===== config.mk =====
export PLATFORM = sky130hd
export DESIGN_NAME = spi_frame_feeder
export DESIGN_NICKNAME = d
export VERILOG_FILES = /design/src/rtl/spi_frame_feeder.sv
export SDC_FILE = /design/constraint.sdc
export NUM_CORES = 1
export LEC_CHECK = 0
export CORE_MARGIN = 2
export CORE_UTILIZATION = 29
export CTS_BUF_LIST = sky130_fd_sc_hd__clkbuf_16
export CTS_CLUSTER_DIAMETER = 120
export CTS_CLUSTER_SIZE = 30
export DETAILED_ROUTE_END_ITERATION = 12
export DONT_BUFFER_PORTS = 1
export PLACE_DENSITY = 0.48
export SLEW_MARGIN = 20
export SYNTH_ARGS = -nofsm -noshare
export SYNTH_HDL_FRONTEND = slang
export SYNTH_SLANG_ARGS = --single-unit

===== constraint.sdc =====
create_clock -name clk -period 4.4 [get_ports clk]
set_input_delay 0.66 -clock clk [delete_from_list [all_inputs] [get_ports clk]]
set_output_delay 0.66 -clock clk [all_outputs]
set_load 0.005 [all_outputs]

===== src/rtl/spi_frame_feeder.sv =====
// spi_frame_feeder: walks a snapshot of BCD digits, encodes each one to a
// 7-segment byte (plus decimal point), hands it to an external SPI shifter
// through a latch/start/complete handshake, and strobes the display latch
// once the whole frame has been shifted out. Any handshake wait that
// exceeds TIMEOUT cycles aborts the frame and pulses err.
module spi_frame_feeder #(
  parameter int NUM_DIGITS = 6,
  parameter int TIMEOUT    = 1023
) (
  input  logic                    clk,
  input  logic                    rst_n,
  input  logic                    frame_req,
  input  logic [4*NUM_DIGITS-1:0] digits,
  input  logic                    colon,
  output logic [7:0]              parallel_data,
  output logic                    pd_latch,
  output logic                    spi_start,
  input  logic                    spi_complete,
  output logic                    disp_latch,
  output logic                    busy,
  output logic                    err
);

  localparam int TW = $clog2(TIMEOUT + 1);

  typedef enum logic [2:0] {
    S_IDLE, S_LOAD, S_START, S_WAIT_BUSY, S_WAIT_DONE, S_NEXT, S_STROBE
  } state_t;

  state_t                  state_q, state_d;
  logic [2:0]              idx_q, idx_d;
  logic [TW-1:0]           timer_q, timer_d;
  logic                    pending_q, pending_d;
  logic [4*NUM_DIGITS-1:0] digits_snap_q, digits_snap_d;
  logic                    colon_snap_q, colon_snap_d;
  logic [7:0]              pdata_q, pdata_d;

  logic stall;
  logic expired;

  // Segment byte for the digit at idx; dp marks the colon positions even on blanks.
  function automatic logic [7:0] encode_byte(input logic [4*NUM_DIGITS-1:0] d,
                                             input logic [2:0] idx,
                                             input logic c);
    logic [3:0] bcd;
    logic [6:0] seg;
    bcd = d[{idx, 2'b00} +: 4];
    case (bcd)
      4'd0:    seg = 7'h3F;
      4'd1:    seg = 7'h06;
      4'd2:    seg = 7'h5B;
      4'd3:    seg = 7'h4F;
      4'd4:    seg = 7'h66;
      4'd5:    seg = 7'h6D;
      4'd6:    seg = 7'h7D;
      4'd7:    seg = 7'h07;
      4'd8:    seg = 7'h7F;
      4'd9:    seg = 7'h6F;
      default: seg = 7'h00;
    endcase
    return {c && (idx == 3'd4 || idx == 3'd2), seg};
  endfunction

  // Still waiting on the shifter this cycle, and whether this is the last allowed cycle.
  assign stall   = (state_q == S_WAIT_BUSY &&  spi_complete) ||
                   (state_q == S_WAIT_DONE && !spi_complete);
  assign expired = stall && (timer_q == TW'(TIMEOUT - 1));

  // State register: all sequencing state and the held output byte.
  always_ff @(posedge clk or negedge rst_n) begin
    if (!rst_n) begin
      state_q       <= S_IDLE;
      idx_q         <= '0;
      timer_q       <= '0;
      pending_q     <= 1'b0;
      digits_snap_q <= '0;
      colon_snap_q  <= 1'b0;
      pdata_q       <= 8'h00;
    end else begin
      state_q       <= state_d;
      idx_q         <= idx_d;
      timer_q       <= timer_d;
      pending_q     <= pending_d;
      digits_snap_q <= digits_snap_d;
      colon_snap_q  <= colon_snap_d;
      pdata_q       <= pdata_d;
    end
  end

  // Next-state logic: frame sequencing, handshake timer, request merging.
  always_comb begin
    state_d       = state_q;
    idx_d         = idx_q;
    timer_d       = timer_q;
    pending_d     = pending_q;
    digits_snap_d = digits_snap_q;
    colon_snap_d  = colon_snap_q;
    pdata_d       = pdata_q;

    // Requests arriving mid-frame collapse into a single pending flag.
    if (frame_req && state_q != S_IDLE) pending_d = 1'b1;

    case (state_q)
      S_IDLE: begin
        if (frame_req || pending_q) begin
          digits_snap_d = digits;
          colon_snap_d  = colon;
          idx_d         = 3'(NUM_DIGITS - 1);
          pending_d     = 1'b0;
          state_d       = S_LOAD;
        end
      end
      S_LOAD:  state_d = S_START;
      S_START: begin
        timer_d = '0;
        state_d = S_WAIT_BUSY;
      end
      S_WAIT_BUSY: begin
        if (!spi_complete) begin
          timer_d = '0;
          state_d = S_WAIT_DONE;
        end else if (expired) begin
          timer_d = '0;
          state_d = S_IDLE;
        end else begin
          timer_d = timer_q + 1'b1;
        end
      end
      S_WAIT_DONE: begin
        if (spi_complete) begin
          state_d = S_NEXT;
        end else if (expired) begin
          timer_d = '0;
          state_d = S_IDLE;
        end else begin
          timer_d = timer_q + 1'b1;
        end
      end
      S_NEXT: begin
        if (idx_q == 3'd0) begin
          state_d = S_STROBE;
        end else begin
          idx_d   = idx_q - 1'b1;
          state_d = S_LOAD;
        end
      end
      S_STROBE: state_d = S_IDLE;
      default:  state_d = S_IDLE;
    endcase

    // The byte is registered on entry to LOAD so it is valid during pd_latch.
    if (state_d == S_LOAD) pdata_d = encode_byte(digits_snap_d, idx_d, colon_snap_d);
  end

  // Output decode: pulses come straight from the state, so reset clears them at once.
  always_comb begin
    parallel_data = pdata_q;
    pd_latch      = (state_q == S_LOAD);
    spi_start     = (state_q == S_START);
    disp_latch    = (state_q == S_STROBE);
    busy          = (state_q != S_IDLE);
    err           = expired;
  end

endmodule


* Yosys cells after proc, flatten, opt, wreduce, memory -nomap -nowiden *
Memory sizes are Yosys's and may differ from the RTL's. A register that Yosys moved wholly into a read port is not among the register bits.
Index checks and enable logic that the tools add are counted.

cells by class
  shifts and indexed selects = 1
  mux-type cells = 20
  equal/unequal tests = 11
  $add $sub $neg = 2
  reduce and logical (&&, ||, !) cells = 15

operator list
  operator                                              number
  two-way mux 24 bit                                    2
  two-way mux 10 bit                                    3
  one-hot mux 10 bit (3 select lines)                   1
  variable part select 24 x 6 -> 4 bit                  1
  two-way mux 3 bit                                     7
  one-hot mux 3 bit (6 select lines)                    1
  equality test 3 bit (second input constant)           4
  adder 10 x 1 -> 10 bit (second input constant)        1
  equality test 10 bit (second input constant)          1
  equality test 3 x 2 -> 1 bit (second input constant)  3
  equality test 3 x 1 -> 1 bit (second input constant)  2
  logical NOT 3 bit                                     2
  one-hot mux 3 bit (2 select lines)                    1
  nonzero test 3 bit                                    2
  logical AND 1 bit                                     5
  two-way mux 1 bit                                     5
  logical OR 1 bit                                      3
  subtractor 3 x 1 -> 3 bit (second input constant)     1
  logical NOT 1 bit                                     2
  inequality test 2 bit (second input constant)         1
  AND reduction 2 bit                                   1

storage, ports and cells
  output and inout port bits = 13
  input bits = 29
  memories kept = 1
  logic and storage cells = 57
  memory bits (read-only) = 112
  bits in registers = 50

memory list
  name              words  bits a word  read ports  clocked after memory_dff  wr ports  RTL line  text
  (name not given)  16     7            1           1                         0         48        case (bcd)

* Longest topological paths before layout *
  word-level depth = 8
  depth in mapped cells = 15
  gate-level depth less buffers = 14

* Worst setup path before layout *
Ideal clock, no wire load.

  kind = input port to flip-flop
  start point = in frame_req
  end point = reg pdata_q[3], in the netlist parallel_data[3]
  cell stages on the path = 10
  arrival = 2.928 ns
  required time = 4.313 ns
  setup time = 0.087 ns
  path slack = 1.385 ns
  path through = or2_2 clkbuf_1 a221oi_2 nor2_2 inv_2 nor2_1 a211oi_2 ha_1 mux2_2 o211ai_1

on the way
  longest elaborated chain between the ends = 4
  elaborated cells on any way between the ends = 9
  classes of those cells = eq/ne: 1; shift: 1; mux: 6; reduce/logical: 1

ends and longest elaborated chain
  item                                  RTL line  text
  start, declared                       12        input logic frame_req,
  logical OR 1 bit                      105       if (frame_req || pending_q) begin
  two-way mux 3 bit                     105
  one-hot mux 3 bit (2 select lines)    103       case (state_q)
  net idx_d[1]                          31        logic [2:0] idx_q, idx_d;
  variable part select 24 x 6 -> 4 bit  47        bcd = d[{idx, 2'b00} +: 4];
  end, declared                         36        logic [7:0] pdata_q, pdata_d;

The timed path passes the listed nets, and every way through them passes these cells.
A chain may end at the register's enable or synchronous reset.

* Worst setup path after layout *
  start point = reg state_q[0]
  end point = reg pdata_q[3], in the netlist parallel_data[3]

on the way
  longest elaborated chain between the ends = 8
  elaborated cells on any way between the ends = 19
  classes of those cells = eq/ne: 6; shift: 1; mux: 7; reduce/logical: 5

ends and longest elaborated chain
  item                                                                        RTL line     text
  start, declared                                                             30           state_t state_q, state_d;
  start signal, assigned                                                      80           state_q <= state_d;
  equality test 3 x 2 -> 1 bit / equality test 3 bit (equally long branches)  65, 103, 66
  logical AND 1 bit (on tied branches)                                        65, 66
  logical OR 1 bit                                                            65           assign stall = (state_q == S_WAIT_BUSY && spi_complete) ||
  logical AND 1 bit                                                           67           assign expired = stall && (timer_q == TW'(TIMEOUT - 1));
  two-way mux 3 bit                                                           122, 132
  two-way mux 3 bit (on tied branches)                                        130, 119
  one-hot mux 3 bit (6 select lines)                                          103
  equality test 3 x 1 -> 1 bit                                                152          if (state_d == S_LOAD) pdata_d = encode_byte(digits_snap_d, idx_d, colon_snap_d);

Several ways; a longest one is shown, not always the timed one.

==> impl_results.md <==
- Status: complete, no violations
- CTS tree: yes
- Final hold viol count: 0
- Max incr delay on CP: 0.58 ns
- Core Area: 9684 um2
- Clock Skew: 0.004814 ns
- Unique masters post-synth: 64
- Vias in the first global route: 2152
- Min Tclk post-route: 3.424 ns
- Startpoint Class: flip-flop
- Yosys top cell area share: 0.4359
- Most numerous cell in the Yosys netlist: dfrtp_1
- Starting DRT DRC Count: 101
- Worst Hold Class: primary input to async pin
- First-pass detailed-route iteration total: 4
- Hold-fix buffers, CTS: 0
- Synthesized cell area: 2870 um2
- Antenna violations before repair: 0
- IO Port Bufs: 0
- Final worst slack: 0.9759 ns
- Fillers: 1016
- Routed wire length: 6.690 mm
- # rows: 36
- Crit path DAT: 3.63 ns
- Synth top cells by count: dfrtp_1 (50), nand2_1 (49), nor2_1 (26), inv_1 (12), mux2_2 (11)
- Largest net degree at the start of global routing: 51
- GPL Wtd Cong: 0.8524
- Area leader, netlist: dfrtp_1
- LEAKAGE: 1.396 nW
- Critical path, cell by cell: nor3_4 > inv_2 > nor2_1 > buf_4 > mux2i_1 > mux2i_1 > a211oi_2 > ha_1 > mux2_2 > o211ai_1
- Top-Level Pins: 42
- Worst path buffer plus inverter count: 2
- Critical setup path kind: flip-flop to flip-flop
- Mapped Avg Cell Area: 9.697 um2
- Final Core Density: 0.3231
- Initial Util: 0.2964
- Ranking of synthesized cells by area: dfrtp_1 (44%), nand2_1 (6.4%), ha_1 (4.4%), mux2_2 (4.3%), nor2_1 (3.4%)
- DRC: 0
- DPL Wire Length: 4.827 mm
- Vias per cell: 4.941
- CP delay by family, top: multiplexers
- RSZ-0062 raised after global routing: false
- Final Non-Filler Cells: 426
- Diode count: 0
- H-Tree Depth: 2
- Drt wl/cell: 15.70 um
- Power Dens Cells: 763.0 nW/um2
- Global-route wire length before repair: 11.17 mm
- Clock sink count: 50
- Hold slack: 0.05869 ns
- Setup TNS: 0 ns
- Number of post-CTS setup repair buffers: 0
- Final Max Tran Viols: 0
- DP Worst Slack: 0.9734 ns
- Ys Warns: 0
- Post-route ant nets: 0
- Total CTS buffers: 5
- Setup-failing EPs final: 0
- Worst path required time: 4.61 ns
- PnR Total Power: 2.388 mW
- Register area share after synthesis: 0.4359
- Skew-Pair Late Insertion Delay: 0.29 ns
- Die area: 10710 um2
- Worst path most repeated cell: mux2i_1
- Clock Tree Buf Depth: 2
- Ys async rst share: 1.000
- CTS Root Cell: clkbuf_16
- Crit-path slowest cell: dfrtp_1
- Crit end category: flip-flop
- Synth Instances: 296
- Placed insts: 418
- Die height: 103.5 um
- Total grt overflow: 0
- Layout cells sized above 1: 0.1229
- Peak supply drop: 0.2879 mV
- Cts repair resizes: 0
- Die width: 103.5 um
- EDFF count, synth: 0
- Post-DP Area: 2988 um2
- Max Cap Viol: 0
- Total GRT Usage: 0.1347
- Slew of the pin with the lowest slew margin: 0.9688 ns
- Fmax: 0.2920 GHz
- Nets: 331
- DR vias: 2105
- Area Growth Syn to Fin: 9.023%
- Slew margin rel.: 0.3542
- Synth Register Bits: 50
- Critical-path maximum fanout: 20
- Final clock period utilization by the worst path: 0.7782
- Clk pin slew, worst setup/hold paths: 0.07 ns
- Net Count, Synth: 335
- Final Instance Area: 3129 um2
- Top FF cell, synth: dfrtp_1
-- cell type report --
| class | instances | area (um2) | share of cell area |
|---|---|---|---|
| Multi-Input combinational cell | 218 | 1503 | 0.4802 |
| Clock buffer | 5 | 125.1 | 0.03998 |
| Inverter | 16 | 60.06 | 0.01919 |
| Sequential cell | 50 | 1251 | 0.3998 |
| Timing Repair Buffer | 1 | 7.507 | 0.002399 |
| Tap cell | 133 | 166.4 | 0.05318 |
| Clock inverter | 3 | 16.27 | 0.005198 |
-- flip-flops by register name, summed over array words and instances (netlist names) --
register and count:
digits_snap_q 24, idx_q 3, colon_snap_q 1, pending_q 1
parallel_data 8, timer_q 10, state_q 3
-- worst paths after layout --
kind                               endpoint  slack [ns]         start  cells after the start
min                        digits_snap_q[2]        0.06         rst_n                      0
min in group clk           digits_snap_q[7]        0.47     digits[7]                      2
min reg2reg                    colon_snap_q        0.48  colon_snap_q                      2
max in group asynchronous  parallel_data[3]        4.24         rst_n                      0
max                        parallel_data[3]        0.98    state_q[0]                     10
max reg2reg                parallel_data[3]        0.98    state_q[0]                     10
-- logic make-up (layout without fill, tap and decap cells) --
logic type                 after synthesis  count (layout)  share of synthesized area
AOI/OAI and AO/OA                       62              62                     0.1800
xor gates and xnor gates                 9               9                    0.02746
adders and majority gates               10              10                    0.04359
buffers and inverters                   28              25                    0.04054
DFF                                     50              50                     0.4359
muxes                                   20              20                    0.07629
and+or+nand+nor                        117             117                     0.1962
-- report_power, final --
part	internal, mW	switching, mW
registers	0.648	0.152
clock network	0.208	0.178
logic	0.499	0.702
total	1.36	1.03
-- per-layer routing --
layer	track usage	wire [um]	vias up
li1	-	-	1043
met1	0.1834	3195	1011
met2	0.2159	3132	42
met3	0.03091	269	9
met4	0.03644	92	0
met5	0	0	-
-- layout by cell type, fill, tap and decap left out, types with 3 or more instances in the layout --
| master | synthesis | routed |
|---|---|---|
| nand3_1 | 7 | 7 |
| o21ai_0 | 7 | 7 |
| clkbuf_16 | 0 | 5 |
| dfrtp_1 | 50 | 50 |
| nand4_1 | 3 | 3 |
| o211ai_1 | 6 | 6 |
| inv_2 | 4 | 4 |
| xor2_1 | 5 | 5 |
| nor2_1 | 26 | 26 |
| a21o_1 | 3 | 3 |
| and3_1 | 4 | 4 |
| inv_1 | 12 | 12 |
| o31ai_1 | 3 | 3 |
| nand2_1 | 49 | 49 |
| ha_1 | 10 | 10 |
| a31oi_1 | 4 | 4 |
| xnor2_1 | 4 | 4 |
| nor2b_1 | 3 | 3 |
| mux2i_1 | 8 | 8 |
| mux2_2 | 11 | 11 |
| a21oi_1 | 9 | 9 |
| nand2b_1 | 6 | 6 |
| o211a_1 | 4 | 4 |
| nor3_1 | 4 | 4 |
Power figures use the tool's default switching activity.
